--- config.mk ---
export PLATFORM = sky130hd
export DESIGN_NAME = vend_change_dispenser
export DESIGN_NICKNAME = d
export VERILOG_FILES = /design/src/rtl/vend_pkg.sv /design/src/rtl/hop_timeout_ctr.sv /design/src/rtl/vend_change_dispenser.sv
export SDC_FILE = /design/constraint.sdc
export NUM_CORES = 1
export LEC_CHECK = 0
export ABC_AREA = 1
export CORE_MARGIN = 1.5
export CORE_UTILIZATION = 35
export CTS_BUF_LIST = sky130_fd_sc_hd__clkbuf_16
export DETAILED_ROUTE_END_ITERATION = 6
export GPL_TIMING_DRIVEN = 0
export PLACE_DENSITY_LB_ADDON = 0.3
export SKIP_LAST_GASP = 1
export SYNTH_ARGS = -nofsm -noshare
export SYNTH_HDL_FRONTEND = slang
export SYNTH_SLANG_ARGS = --single-unit
--- constraint.sdc ---
create_clock -name clk -period 4.63 [get_ports clk]
set_input_delay 0.6945 -clock clk [delete_from_list [all_inputs] [get_ports clk]]
set_output_delay 0.6945 -clock clk [all_outputs]
set_load 0.02 [all_outputs]
--- src/rtl/vend_pkg.sv ---
`timescale 1ns/1ps
`default_nettype none
// ----------------------------------------------------------------------------
// vend_pkg : coin codes, coin values, default price/timeout and the
//            change-dispenser state encoding, shared across the vending blocks.
// Revision : 1.0 - initial release
// ----------------------------------------------------------------------------
package vend_pkg;

  localparam logic [1:0] COIN_NONE    = 2'b00;
  localparam logic [1:0] COIN_NICKEL  = 2'b01;
  localparam logic [1:0] COIN_DIME    = 2'b10;
  localparam logic [1:0] COIN_QUARTER = 2'b11;

  localparam logic [5:0] VAL_NICKEL  = 6'd5;
  localparam logic [5:0] VAL_DIME    = 6'd10;
  localparam logic [5:0] VAL_QUARTER = 6'd25;

  localparam int DEFAULT_PRICE   = 25;
  localparam int DEFAULT_TIMEOUT = 255;

  typedef enum logic [2:0] {
    ST_IDLE     = 3'd0,
    ST_SEL      = 3'd1,
    ST_WAIT_ACK = 3'd2,
    ST_WAIT_REL = 3'd3,
    ST_DONE     = 3'd4,
    ST_FAULT    = 3'd5
  } state_e;

  function automatic logic [5:0] coin_value(input logic [1:0] code);
    case (code)
      COIN_NICKEL:  return VAL_NICKEL;
      COIN_DIME:    return VAL_DIME;
      COIN_QUARTER: return VAL_QUARTER;
      default:      return 6'd0;
    endcase
  endfunction

endpackage
`default_nettype wire

--- src/rtl/hop_timeout_ctr.sv ---
`timescale 1ns/1ps
`default_nettype none
// ----------------------------------------------------------------------------
// hop_timeout_ctr : clear/enable cycle counter that flags when it reaches
//                   TIMEOUT; holds there until cleared.
// Revision : 1.0 - initial release
// ----------------------------------------------------------------------------
module hop_timeout_ctr #(
  parameter int TIMEOUT = 255
) (
  input  logic clk,
  input  logic rst,
  input  logic clr_i,
  input  logic en_i,
  output logic expired_o
);

  localparam int W = (TIMEOUT > 0) ? $clog2(TIMEOUT + 1) : 1;
  localparam logic [W-1:0] LIMIT = W'(TIMEOUT);

  logic [W-1:0] cnt_q, cnt_d;

  always_comb begin
    cnt_d = cnt_q;
    if (clr_i)
      cnt_d = '0;
    else if (en_i && (cnt_q != LIMIT))
      cnt_d = cnt_q + W'(1);
  end

  always_ff @(posedge clk or negedge rst) begin
    if (!rst)
      cnt_q <= '0;
    else
      cnt_q <= cnt_d;
  end

  assign expired_o = (cnt_q == LIMIT);

endmodule
`default_nettype wire

--- src/rtl/vend_change_dispenser.sv ---
`timescale 1ns/1ps
`default_nettype none
// ----------------------------------------------------------------------------
// vend_change_dispenser : pays out (number_c - PRICE) one coin at a time over
//   a four-phase req/ack hopper handshake with per-phase timeout.
//   Define CHANGE_QUARTER_EN to allow quarters in the payout.
// Revision : 1.0 - initial release
// ----------------------------------------------------------------------------
module vend_change_dispenser
  import vend_pkg::*;
#(
  parameter int PRICE   = DEFAULT_PRICE,
  parameter int TIMEOUT = DEFAULT_TIMEOUT
) (
  input  logic       clk,
  input  logic       rst,
  input  logic       candy,
  input  logic [5:0] number_c,
  input  logic       hop_ack,
  output logic       hop_req,
  output logic [1:0] hop_coin,
  output logic       busy,
  output logic       done,
  output logic       fault,
  output logic       overrun,
  output logic [5:0] remain
);

  localparam logic [5:0] PRICE_C = PRICE[5:0];

  state_e     state_q, state_d;
  logic       hop_req_q, hop_req_d;
  logic [1:0] hop_coin_q, hop_coin_d;
  logic       busy_q, busy_d;
  logic       done_q, done_d;
  logic       fault_q, fault_d;
  logic       overrun_q, overrun_d;
  logic [5:0] remain_q, remain_d;
  logic       tmr_clr, tmr_en, tmr_expired;
  logic [1:0] sel_code;

  hop_timeout_ctr #(.TIMEOUT(TIMEOUT)) u_tmr (
    .clk       (clk),
    .rst       (rst),
    .clr_i     (tmr_clr),
    .en_i      (tmr_en),
    .expired_o (tmr_expired)
  );

  // Largest dispensable coin not exceeding what is still owed.
  always_comb begin
    sel_code = COIN_NONE;
`ifdef CHANGE_QUARTER_EN
    if (remain_q >= VAL_QUARTER)
      sel_code = COIN_QUARTER;
    else
`endif
    if (remain_q >= VAL_DIME)
      sel_code = COIN_DIME;
    else if (remain_q >= VAL_NICKEL)
      sel_code = COIN_NICKEL;
  end

  always_comb begin
    state_d    = state_q;
    hop_req_d  = hop_req_q;
    hop_coin_d = hop_coin_q;
    done_d     = 1'b0;
    fault_d    = fault_q;
    overrun_d  = overrun_q;
    remain_d   = remain_q;
    tmr_clr    = 1'b0;
    tmr_en     = 1'b0;

    if (candy && (state_q != ST_IDLE) && (state_q != ST_FAULT))
      overrun_d = 1'b1;

    case (state_q)
      ST_IDLE: begin
        if (candy) begin
          remain_d = (number_c >= PRICE_C) ? (number_c - PRICE_C) : 6'd0;
          state_d  = ST_SEL;
        end
      end
      ST_SEL: begin
        // A sub-nickel residue cannot be paid; it stays visible on remain.
        if (sel_code == COIN_NONE) begin
          state_d = ST_DONE;
        end else begin
          hop_coin_d = sel_code;
          hop_req_d  = 1'b1;
          tmr_clr    = 1'b1;
          state_d    = ST_WAIT_ACK;
        end
      end
      ST_WAIT_ACK: begin
        if (hop_ack) begin
          hop_req_d = 1'b0;
          remain_d  = remain_q - coin_value(hop_coin_q);
          tmr_clr   = 1'b1;
          state_d   = ST_WAIT_REL;
        end else if (tmr_expired) begin
          fault_d    = 1'b1;
          hop_req_d  = 1'b0;
          hop_coin_d = COIN_NONE;
          state_d    = ST_FAULT;
        end else begin
          tmr_en = 1'b1;
        end
      end
      ST_WAIT_REL: begin
        if (!hop_ack) begin
          hop_coin_d = COIN_NONE;
          state_d    = ST_SEL;
        end else if (tmr_expired) begin
          fault_d    = 1'b1;
          hop_req_d  = 1'b0;
          hop_coin_d = COIN_NONE;
          state_d    = ST_FAULT;
        end else begin
          tmr_en = 1'b1;
        end
      end
      ST_DONE: begin
        done_d  = 1'b1;
        state_d = ST_IDLE;
      end
      ST_FAULT: begin
        state_d = ST_FAULT;
      end
      default: begin
        state_d = ST_IDLE;
      end
    endcase

    busy_d = (state_d != ST_IDLE);
  end

  always_ff @(posedge clk or negedge rst) begin
    if (!rst) begin
      state_q    <= ST_IDLE;
      hop_req_q  <= 1'b0;
      hop_coin_q <= COIN_NONE;
      busy_q     <= 1'b0;
      done_q     <= 1'b0;
      fault_q    <= 1'b0;
      overrun_q  <= 1'b0;
      remain_q   <= 6'd0;
    end else begin
      state_q    <= state_d;
      hop_req_q  <= hop_req_d;
      hop_coin_q <= hop_coin_d;
      busy_q     <= busy_d;
      done_q     <= done_d;
      fault_q    <= fault_d;
      overrun_q  <= overrun_d;
      remain_q   <= remain_d;
    end
  end

  assign hop_req  = hop_req_q;
  assign hop_coin = hop_coin_q;
  assign busy     = busy_q;
  assign done     = done_q;
  assign fault    = fault_q;
  assign overrun  = overrun_q;
  assign remain   = remain_q;

endmodule
`default_nettype wire

# == Word-level counts from Yosys, hierarchy flattened ==
# Index checks and enable logic that the tools add are counted.
# W data, S select, Z words.
# word_totals
rom_bits,0
ramBits,0
reg_bits,24
latchBits,0
word_cells,85
mem_count,0
# classes
mul,0
n_eq_ne,16
n_reduce_logical,15
add_sub_neg,3
magnitude_cmp,3
n_shift,0
div_mod_pow,0
n_mux,39
n_bitwise,0
# ops
cell,count
$mux W6,5
$mux W8,2
$mux W3,5
$pmux W3 S5,1
$pmux W5 S3,1
$mux W1,14
$pmux W6 S2,1
$reduce_and A3 Y1,4
$mux W2,5
$ne A2 B2 Y1 const B,5
$reduce_bool A3 Y1,3
$add A8 B1 Y8 const B,1
$eq A8 B8 Y1 const B,1
$ne A8 B8 Y1 const B,1
$eq A3 B2 Y1 const B,2
$eq A3 B3 Y1 const B,2
$ge A6 B3 Y1 const B,1
$ge A6 B4 Y1 const B,1
$ge A6 B5 Y1 const B,1
$pmux W1 S2,3
$pmux W2 S3,1
$reduce_bool A2 Y1,3
$sub A6 B5 Y6 const B,1
$sub A6 B6 Y6,1
other kinds (8),11

# == Longest topological paths before layout ==
# Gate-level depths: netlist (run 1).
# depth
word_depth,7
ltp_mapped,13
mapped_depth_nobuf,13

# == Modules after synthesis ==
# From an unflattened synthesis (run 1), not the netlist that was laid out.
# hier_totals
cells_unflattened,241
area_unflattened_um2,1687.9
# modules_own_cells
mod,area_each_um2,n_inst,seq_area_each_um2,cells_per_inst
vend_change_dispenser,1173.6,1,400.4,173
hop_timeout_ctr,514.2,1,200.2,68

# == Least setup slack after synthesis (run 1) ==
# No wires, ideal clock.
# synth_path
path_kind,register -> register
startpoint,"reg hop_coin_q[0], in the netlist hop_coin[0]"
endpoint,"reg remain_q[4], in the netlist remain[4]"
path_stages_with_launch,12
required_ns,4.514
setup_slack_ns,2.904
arrival_time_ns,1.609
cell_sequence,dfrtp_1 -> clkbuf_1 -> ha_1 -> fa_1 -> inv_1 -> nand3_1 -> nand2_1 -> nand2_1 -> nand3_1 -> o21ai_0 -> nand2_1 -> nand2_1
# synth_via
elab_chain_len,7
word_cells_on_any_way,9
classes_between,add/sub (1); eq/ne (3); mux (5)
# synth_rtl
item,line,source
from (decl),vend_change_dispenser.sv:33,"logic [1:0] hop_coin_q, hop_coin_d;"
from (signal assigned),vend_change_dispenser.sv:152,hop_coin_q <= hop_coin_d;
$eq A2 B2 Y1 / $eq A2 B1 Y1 (equally long branches),vend_pkg.sv:32,case (code)
$pmux W5 S3 (*),vend_pkg.sv:32,
$mux W6 (*),vend_change_dispenser.sv:97,if (hop_ack) begin
$mux W6 (*),vend_change_dispenser.sv:78,case (state_q)
$sub A6 B6 Y6 (*),vend_change_dispenser.sv:99,remain_d = remain_q - coin_value(hop_coin_q);
$mux W6 (*),vend_change_dispenser.sv:97,
$pmux W6 S2 (*),vend_change_dispenser.sv:78,
to (signal assigned),vend_change_dispenser.sv:157,remain_q <= remain_d;
to (decl),vend_change_dispenser.sv:38,"logic [5:0] remain_q, remain_d;"
# Every way passes the cells marked *; elsewhere a longest branch is shown, timed or not. The select of a mux whose other input is x is not followed.
# A chain may end at the register's enable or synchronous reset.

# == Worst setup path in the final report (run 1) ==
# layout_path
startpoint,"reg hop_coin_q[0], in the netlist hop_coin[0]"
endpoint,out hop_coin[0]
# layout_rtl
item,line,source
to (decl),vend_change_dispenser.sv:21,"output logic [1:0] hop_coin,"
# No word-level cell between the ends.

==> metrics.yaml, run 1 <==
global_route:
  grt_antenna_before_repair: 0
  grt_max_degree: 25
  grtUsageTotal: 0.1507
  grt_pass1_vias: 1425
  overflow: 0
  met2_usage: 0.2436
  grt_pass1_wl_mm: 6.223
  grt_busiest_layer: "met2"
  met3_usage: 0.02072
  grt_use_met1: 0.2048
cells_and_area:
  fin_area_sq_mm: 0.002092
  n_antenna_cell: 0
  drive_above_1_share: 0.08812
  area_delta_synth_final_pct: 23.12
  final_nets: 281
  stdcell_count: 315
critical_path:
  crit_path_end_kind: "output port"
  max_stage_delay_ns: 0.65
  slowest_stage: "clkdlybuf4s50_1"
  cp_max_fo: 6
  path_cells: "clkdlybuf4s50_1"
  critical_path_class: "reg2out"
  cpLargestDelayFamily: "buffers and inverters"
  startpoint_type: "flop"
  crit_arrival_ns: 1.38
  crit_buf_inv: 1
  worst_ep_required_time_ns: 3.94
  r2r_cells: 11
  crit_cells: 1
hold_path:
  holdPathStages: 2
  hold_class: "reg2reg"
clock_tree:
  post_cts.repair.setup_buffers: 0
  insertion_delay_ns: 0.26
  cts_tree: "yes"
  cts.sinks: 24
  cts_hold_buf: 0
  cts_buffers: 3
  clk_pin_slew_worst_paths_ns: 0.06
  htree_levels: 1
  clockBufferDepth: 2
  post_cts_resize_count: 0
  clock-root-buffer: "clkbuf_16"
pwr:
  power_density_mw_per_mm2: 641.9
  vdd_drop_max_mv: 0.3061
  power_mw: 1.343
  total_leakage_power_nw: 1.068
placement:
  io_buffers: 22
  dp.final_hpwl_mm: 2.748
  gp_congestion: 0.8305
  placed_area_sq_mm: 0.001987
  placed_cells: 311
die:
  coreArea_sq_mm: 0.004692
  die_w_um: 72.68
  rows: 25
  dieArea_sq_mm: 0.005282
  io_pins: 23
  die_h_um: 72.68
  start_util: 0.3621
timing:
  finalSetupViolations: 0
  tightest_slew_ns: 1.063
  post-route-period-util: 0.4473
  fin_worst_hold_slack_ns: 0.4711
  period_needed_ns: 2.071
  relSlewSlack: 0.2893
  slew_viol_final: 0
  hold_viol_final: 0
  rsz0062_at_grt: "no"
  clock_skew_ns: 0.001694
  fmax_mhz: 482.8
  setup-tns-final_ns: 0
yosys:
  synth.most_common_cell: "nand2_1"
  syn_avg_cell_area_sq_um: 7.230
  synthTopCellsByArea: "dfrtp_1 35%, nand2_1 16%, inv_1 6.8%, ha_1 5.9%, nand3_1 4.7%"
  synthCells: 235
  synth_edf_count: 0
  syn_nets: 254
  ys.flop_type: "dfrtp_1"
  yosysWarnings: 0
  synth_commonest_cells: "73 x nand2_1, 31 x inv_1, 24 x dfrtp_1"
  synth-async-reset-ratio: 1.000
  synth_seq_cells: 24
  yosysTopAreaCell: "dfrtp_1"
  synth_area_sq_mm: 0.001699
  ys_types: 27
  ys_seq_area_frac: 0.3535
  synth_top_area_share: 0.3535
run:
  cap_violations: 0
detailed_routing:
  dr.first_iter.drc_count: 53
  vias: 1501
  wl_per_cell_um: 10.97
  post_drt_via_cell_ratio: 4.765
  firstDrtPassIters: 4
  postRouteAntennaNets: 0
  wirelength_mm: 3.457
  drc: 0
status:
  outcome: "complete, no violations"
## sequential cells by signal, indices dropped and copies added (netlist names)
register     flops
done             1
busy             1
hop_coin         2
state_q          3
u_tmr.cnt_q      8
remain           6
overrun          1
hop_req          1
fault            1
## through the flow
step                worst slack (ns)  utilization
floorplan                      2.904            -
global placement               2.455       0.4235
detailed placement             2.437       0.4235
CTS                            2.522       0.4459
global route                   2.493       0.4459
finish                         2.559       0.4459
## worst paths after layout
path	startpoint	slack [ns]	to
setup reg to reg	hop_coin[0]$_DFFE_PN0P_	2.77	remain[4]$_DFFE_PN0P_
max in group asynchronous	rst	2.98	remain[1]$_DFFE_PN0P_
hold reg to reg	fault$_DFFE_PN0P_	0.47	fault$_DFFE_PN0P_
min in group asynchronous	rst	1.01	u_tmr.cnt_q[3]$_DFFE_PN0P_
setup / recovery	hop_coin[0]$_DFFE_PN0P_	2.56	hop_coin[0]
hold / removal	fault$_DFFE_PN0P_	0.47	fault$_DFFE_PN0P_
## cell type report
cell class | instances | area, sq um
fill | 487 | 2600
multi-input combinational | 174 | 957.2
sequential | 24 | 600.6
timing repair buffer | 22 | 220.2
inverter | 36 | 137.6
clock buffer | 3 | 75.07
tap | 54 | 67.56
clock inverter | 1 | 30.03
buffer | 1 | 3.754
## power breakdown
group | leakage [nW] | switching [mW] | internal (mW)
Combinational | 0.714 | 0.466 | 0.287
Sequential | 0.304 | 0.0734 | 0.270
Clock | 0.0511 | 0.0742 | 0.172
## cell families (layout without fill, tap and decap cells)
family                     after synthesis  in the layout  synth area share
buffers and inverters                   37             63           0.08321
and+or+nand+nor                        134            134            0.3822
DFF                                     24             24            0.3535
AOI/OAI and AO/OA                       24             24           0.07437
xor gates and xnor gates                 7              7           0.03608
adders and majority gates                9              9           0.07070
## per-layer routing
| layer | part of all wire | vias to the layer above | wire length [um] |
|---|---|---|---|
| li1 | - | 798 | - |
| met3 | 0.022 | 4 | 76 |
| met2 | 0.45 | 19 | 1556 |
| met4 | 0.015 | 0 | 51 |
| met5 | 0 | - | 0 |
| met1 | 0.51 | 680 | 1773 |
## layout by cell type (no fill, tap or decap)
cell type        instances
o22ai_1                  1
clkdlybuf4s50_1         22
o21bai_1                 1
nor2_4                   3
nor3_1                   1
inv_4                    1
nand4_1                  6
ha_1                     8
nand3_4                  1
nand3b_1                 3
bufinv_16                1
nand2_2                  3
o21ai_0                  9
clkbuf_16                3
inv_1                   31
clkbuf_1                 1
nand3_2                  1
xor2_1                   4
nand3_1                 16
xnor2_1                  3
a21oi_1                  9
nand2_4                  6
fa_1                     1
nor3b_1                  1
o31ai_1                  1
dfrtp_1                 24
inv_2                    4
nor2_1                  20
nand2_1                 73
o21ai_1                  3
Note: power is estimated with default switching activity, not from simulation.
==> run 2, diff against run 1 <==
==> constraint.sdc (replaced) <==
create_clock -name clk -period 1.7 [get_ports clk]
set_input_delay 0.255 -clock clk [delete_from_list [all_inputs] [get_ports clk]]
set_output_delay 0.255 -clock clk [all_outputs]
set_load 0.02 [all_outputs]
==> metrics.yaml, run 2 (same netlist as run 1, synthesis figures left out) <==
cells_and_area:
  top_register: "u_tmr.cnt_q"
  utilization: 0.4501  # +0.004266
  largest_reg_flops: 8  # unchanged
  final_cell_mix: "73 x nand2_1, 29 x inv_1, 23 x dfrtp_1"
  area_delta_synth_final_pct: 24.30
  n_fill_cell: 486  # -0.21%
  multi_input_area_sq_um: 987.2  # +3.1%
  drive_above_1_share: 0.1217  # +0.03355
  final_common_cell: "nand2_1"
  seq_area_sq_um: 601.8  # +0.21%
  stdcell_count: 317  # +0.63%
  n_antenna_cell: 0  # unchanged
  final_nets: 283  # +0.71%
detailed_routing:
  wl_per_cell_um: 11.13  # +1.4%
  drc: 0  # unchanged
  vias: 1528  # +1.8%
  dr.first_iter.drc_count: 48  # -9.4%
  wirelength_mm: 3.528  # +2.1%
  post_drt_via_cell_ratio: 4.820  # +1.2%
  firstDrtPassIters: 4  # unchanged
  postRouteAntennaNets: 0  # unchanged
pwr:
  power_density_mw_per_mm2: 1726  # +170%
  total_leakage_power_nw: 1.064  # -0.44%
  internal_power_mw: 1.919  # +160%
  p_sw_mw: 1.725  # +180%
  comb_power_share: 0.603  # +0.042
  pwr-share-seq: 0.255  # about the same
  power_frac_clock: 0.142  # -0.041
  power_mw: 3.645  # +170%
  sw_frac_of_total: 0.4734  # +0.01645
  vdd_drop_max_mv: 0.8808  # +190%
timing:
  setup_ws_ns: 0.06083  # -2.498 ns
  slew_viol_final: 0  # unchanged
  hold_viol_final: 0  # unchanged
  post-route-period-util: 0.9642
  fmax_mhz: 610.1
  finalSetupViolations: 0  # unchanged
  relSlewSlack: 0.2712  # -0.01819
  rsz0062_at_grt: "yes"
  tightest_slew_ns: 1.090  # +0.02719 ns
  fin_worst_hold_slack_ns: 0.4847  # +0.01367 ns
  clock_skew_ns: 0.002448  # +0.0007544 ns
  period_needed_ns: 1.639
die:
  die_w_um: 72.68  # unchanged
  dieArea_sq_mm: 0.005282  # unchanged
  io_pins: 23  # unchanged
  rows: 25  # unchanged
  coreArea_sq_mm: 0.004692  # unchanged
  die_h_um: 72.68  # unchanged
  start_util: 0.3621  # unchanged
global_route:
  grt_antenna_before_repair: 0  # unchanged
  grt_pass1_wl_mm: 6.030  # -3.1%
  grt_pass1_vias: 1383  # -2.9%
  grtUsageTotal: 0.1450  # -0.005649
  overflow: 0  # unchanged
  grt_max_degree: 25  # unchanged
critical_path:
  startpoint_type: "flop"
  crit_arrival_ns: 1.38  # about the same
  cp_max_fo: 5  # -1
  worst_ep_required_time_ns: 1.44  # -2.50 ns
  crit_path_end_kind: "output port"
  critical_path_class: "reg2out"
clock_tree:
  cts.sinks: 24  # unchanged
  clockBufferDepth: 2  # unchanged
  cts_tree: "yes"
  clock-root-buffer: "clkbuf_16"
  cts_hold_buf: 0  # unchanged
  insertion_delay_ns: 0.26  # about the same
  htree_levels: 1  # unchanged
  clk_pin_slew_worst_paths_ns: 0.06  # about the same
  cts_buffers: 3  # unchanged
placement:
  gp_congestion: 0.8370  # +0.78%
  place_ws_ns: -0.1281  # -2.565 ns
  dp.final_hpwl_mm: 2.720  # -1.0%
  io_buffers: 22  # unchanged
  placed_cells: 311  # unchanged
run:
  cap_violations: 0  # unchanged
status:
  outcome: "complete, no violations"
hold_path:
  hold_class: "reg2reg"
[run 2: cell types whose count changed in the layout (fill, tap and decap cells not counted), moves of 2 or more]
cell / delta
buf_4: +2
o21ai_0: -3
ha_1: -2
inv_1: -2
inv_2: +2
o21ai_1: +3
[run 2: area by class of cell]
class / count / area share
plain buffers: 1 / 0.001777
clock buffers: 3 / 0.03554
clock inverters: 1 / 0.001777
inverters: 36 / 0.06517
multi-input cells: 174 / 0.4674
flip-flops and latches: 24 / 0.2850
well taps: 54 / 0.03199
repair buffers: 24 / 0.1114
[run 2: path summary, 6_finish.rpt]
kind,start,endpoint,slack [ns],depth (start not counted)
max,hop_coin[0]$_DFFE_PN0P_,hop_coin[0],0.06,2
min in group asynchronous,rst,u_tmr.cnt_q[0]$_DFFE_PN0P_,0.59,1
max in group asynchronous,rst,hop_coin[0]$_DFFE_PN0P_,0.39,1
max reg2reg,hop_coin[0]$_DFFE_PN0P_,remain[4]$_DFFE_PN0P_,0.07,11
min,fault$_DFFE_PN0P_,fault$_DFFE_PN0P_,0.48,2
min reg2reg,fault$_DFFE_PN0P_,fault$_DFFE_PN0P_,0.48,2
[run 2: power by group through the flow]
stage	logic (mW)	registers (mW)	clock network, mW
2_1_floorplan	1.38	1.03	0
3_3_place_gp	2.03	0.945	0
3_5_place_dp	2.06	0.945	0
4_1_cts	2.12	0.922	0.532
5_1_grt	2.50	0.955	0.543
6_report	2.20	0.928	0.519
[run 2: worst max-delay path, cell delays in order (launching register included)]
cell,delay [ns]
dfrtp_2,0.37
buf_4,0.15
clkdlybuf4s50_1,0.60
[run 2: per-stage QoR]
stage	cell area (sq um)	setup TNS (ns)
after CTS	2079	-0.01790
final	2112	0
after global placement	1988	-0.2407
after detailed placement	1988	-0.3241
after floorplan	1700	0
after global routing	2112	-0.07069
[run 2: layer usage]
metal,vias up,part of all wire,track usage
met3,5,0.033,0.01657
met5,-,0,0
met2,32,0.45,0.2314
met4,0,0.016,0.05031
li1,806,-,-
met1,685,0.50,0.2038
[run 2: what timing repair did]
action,in CTS,in global routing
pin swaps,0,5
buffers inserted,1,1
resized for setup,3,8
setup endpoints to repair,2,5
==> run 3, diff against run 2 <==
--- a/config.mk
+++ b/config.mk
@@ -11,7 +11,7 @@
 export CTS_BUF_LIST = sky130_fd_sc_hd__clkbuf_16
 export DETAILED_ROUTE_END_ITERATION = 6
 export GPL_TIMING_DRIVEN = 0
-export PLACE_DENSITY_LB_ADDON = 0.3
+export PLACE_DENSITY = 0.56
 export SKIP_LAST_GASP = 1
 export SYNTH_ARGS = -nofsm -noshare
 export SYNTH_HDL_FRONTEND = slang
==> metrics.yaml, run 3 (same netlist as run 1, synthesis figures left out) <==
status:
  outcome: "complete, no violations"
pwr:
  power_mw: 3.630  # -0.42%
  internal_power_mw: 1.909  # -0.54%
  power_density_mw_per_mm2: 1713  # -0.71%
  vdd_drop_max_mv: 0.8107  # -8.0%
  sw_frac_of_total: 0.4741  # +0.0006495
  pwr-share-seq: 0.258  # +0.003
  power_frac_clock: 0.145  # +0.003
  p_sw_mw: 1.721  # -0.28%
  total_leakage_power_nw: 1.059  # -0.46%
  comb_power_share: 0.597  # -0.006
detailed_routing:
  drc: 0  # unchanged
  postRouteAntennaNets: 0  # unchanged
  wl_per_cell_um: 11.52  # +3.5%
  post_drt_via_cell_ratio: 4.826  # +0.12%
  vias: 1525  # -0.20%
  firstDrtPassIters: 4  # unchanged
  wirelength_mm: 3.640  # +3.2%
  dr.first_iter.drc_count: 33  # -31%
global_route:
  grt_max_degree: 25  # unchanged
  overflow: 0  # unchanged
  grt_antenna_before_repair: 0  # unchanged
  grt_pass1_wl_mm: 6.161  # +2.2%
  grtUsageTotal: 0.1510  # +0.005956
  grt_pass1_vias: 1394  # +0.80%
critical_path:
  max_stage_delay_ns: 0.60  # about the same
  cp_max_fo: 5  # unchanged
  startpoint_type: "flop"
  crit_buf_inv: 2  # unchanged
  r2r_slack_ns: 0.08  # about the same
  cpLargestDelayFamily: "buffers and inverters"
  slowest_stage: "clkdlybuf4s50_1"
  crit_path_end_kind: "output port"
  crit_arrival_ns: 1.39  # about the same
  worst_ep_required_time_ns: 1.44  # about the same
  critical_path_class: "reg2out"
  path_cells: "buf_4 -> clkdlybuf4s50_1"
cells_and_area:
  utilization: 0.4515  # +0.001334
  fin_area_sq_mm: 0.002118  # +0.30%
  largest_reg_flops: 8  # unchanged
  final_cell_mix: "73 x nand2_1, 29 x inv_1, 22 x dfrtp_1, 22 x clkdlybuf4s50_1, 19 x nor2_1"
  drive_above_1_share: 0.1260  # +0.004281
  n_antenna_cell: 0  # unchanged
  n_fill_cell: 483  # -0.62%
  final_common_cell: "nand2_1"
  stdcell_count: 316  # -0.32%
  seq_area_sq_um: 603.1  # +0.21%
  multi_input_area_sq_um: 999.7  # +1.3%
  area_delta_synth_final_pct: 24.67
  final_nets: 282  # -0.35%
  top_register: "u_tmr.cnt_q"
timing:
  finalSetupViolations: 0  # unchanged
  period_needed_ns: 1.649  # +0.009916 ns
  hold_viol_final: 0  # unchanged
  rsz0062_at_grt: "yes"
  setup_ws_ns: 0.05092  # -0.009917 ns
  fin_worst_hold_slack_ns: 0.4768  # -0.007894 ns
  clock_skew_ns: 0.005261  # +0.002814 ns
  slew_viol_final: 0  # unchanged
  post-route-period-util: 0.9700  # +0.005833
  relSlewSlack: 0.2647  # -0.006512
  tightest_slew_ns: 1.100  # +0.009737 ns
  fmax_mhz: 606.4  # -0.60%
  setup-tns-final_ns: 0  # unchanged
die:
  die_w_um: 72.68  # unchanged
  coreArea_sq_mm: 0.004692  # unchanged
  die_h_um: 72.68  # unchanged
  rows: 25  # unchanged
  start_util: 0.3621  # unchanged
  dieArea_sq_mm: 0.005282  # unchanged
  io_pins: 23  # unchanged
clock_tree:
  insertion_delay_ns: 0.26  # about the same
  cts_hold_buf: 0  # unchanged
  cts_tree: "yes"
  clock-root-buffer: "clkbuf_16"
  cts.sinks: 24  # unchanged
  cts_buffers: 3  # unchanged
  htree_levels: 1  # unchanged
  clockBufferDepth: 2  # unchanged
  clk_pin_slew_worst_paths_ns: 0.06  # about the same
hold_path:
  hold_class: "reg2reg"
placement:
  placed_cells: 311  # unchanged
  dp.final_hpwl_mm: 2.801  # +3.0%
  gp_congestion: 0.8125  # -2.9%
  io_buffers: 22  # unchanged
  placed_area_sq_mm: 0.001988  # unchanged
  place_ws_ns: -0.1102  # +0.01796 ns
run:
  cap_violations: 0  # unchanged
run 3: path summary, 6_finish.rpt:
path / from / endpoint / cells after the start
min in group asynchronous: rst / remain[5]$_DFFE_PN0P_ / 1
setup reg to reg: hop_coin[0]$_DFFE_PN0P_ / remain[4]$_DFFE_PN0P_ / 11
hold / removal: fault$_DFFE_PN0P_ / fault$_DFFE_PN0P_ / 2
hold reg to reg: fault$_DFFE_PN0P_ / fault$_DFFE_PN0P_ / 2
max in group asynchronous: rst / hop_coin[1]$_DFFE_PN0P_ / 1
setup / recovery: hop_coin[0]$_DFFE_PN0P_ / hop_coin[0] / 2
run 3: power by group through the flow:
stage / logic, mW / clock network, mW / registers, mW
finish: 2.17 / 0.525 / 0.937
global route: 2.47 / 0.551 / 0.963
CTS: 2.10 / 0.537 / 0.925
detailed placement: 2.06 / 0 / 0.947
global placement: 2.04 / 0 / 0.947
floorplan: 1.38 / 0 / 1.03
run 3: final cells by class:
| class | count | area share |
|---|---|---|
| Buffer | 1 | 0.001772 |
| Clock buffer | 3 | 0.03544 |
| Timing Repair Buffer | 23 | 0.1075 |
| Tap cell | 54 | 0.03190 |
| Sequential cell | 24 | 0.2847 |
| Inverter | 36 | 0.06497 |
| Multi-Input combinational cell | 174 | 0.4719 |
| Clock inverter | 1 | 0.001772 |
run 3: worst min-delay path: cells and delay by family, from the launching register on:
kind,cells,cell delay (ns)
flops,1,0.35
simple gates,1,0.05
buf+inv,1,0.04
run 3: timing repair:
action | in CTS | in global routing
pin swaps | 0 | 3
endpoints found under the setup margin | 1 | 5
gates resized for setup | 2 | 10
endpoints found under the hold margin | 0 | 0
buffers inserted | 1 | 0
run 3: layer usage:
metal  up-vias  GRT usage  part of all wire  wire, um
met5         -          0                 0         0
met4         0    0.06289             0.018        65
met3         5    0.02072             0.022        80
met2        21     0.2396              0.44      1592
met1       702     0.2070              0.52      1901
li1        797          -                 -         -
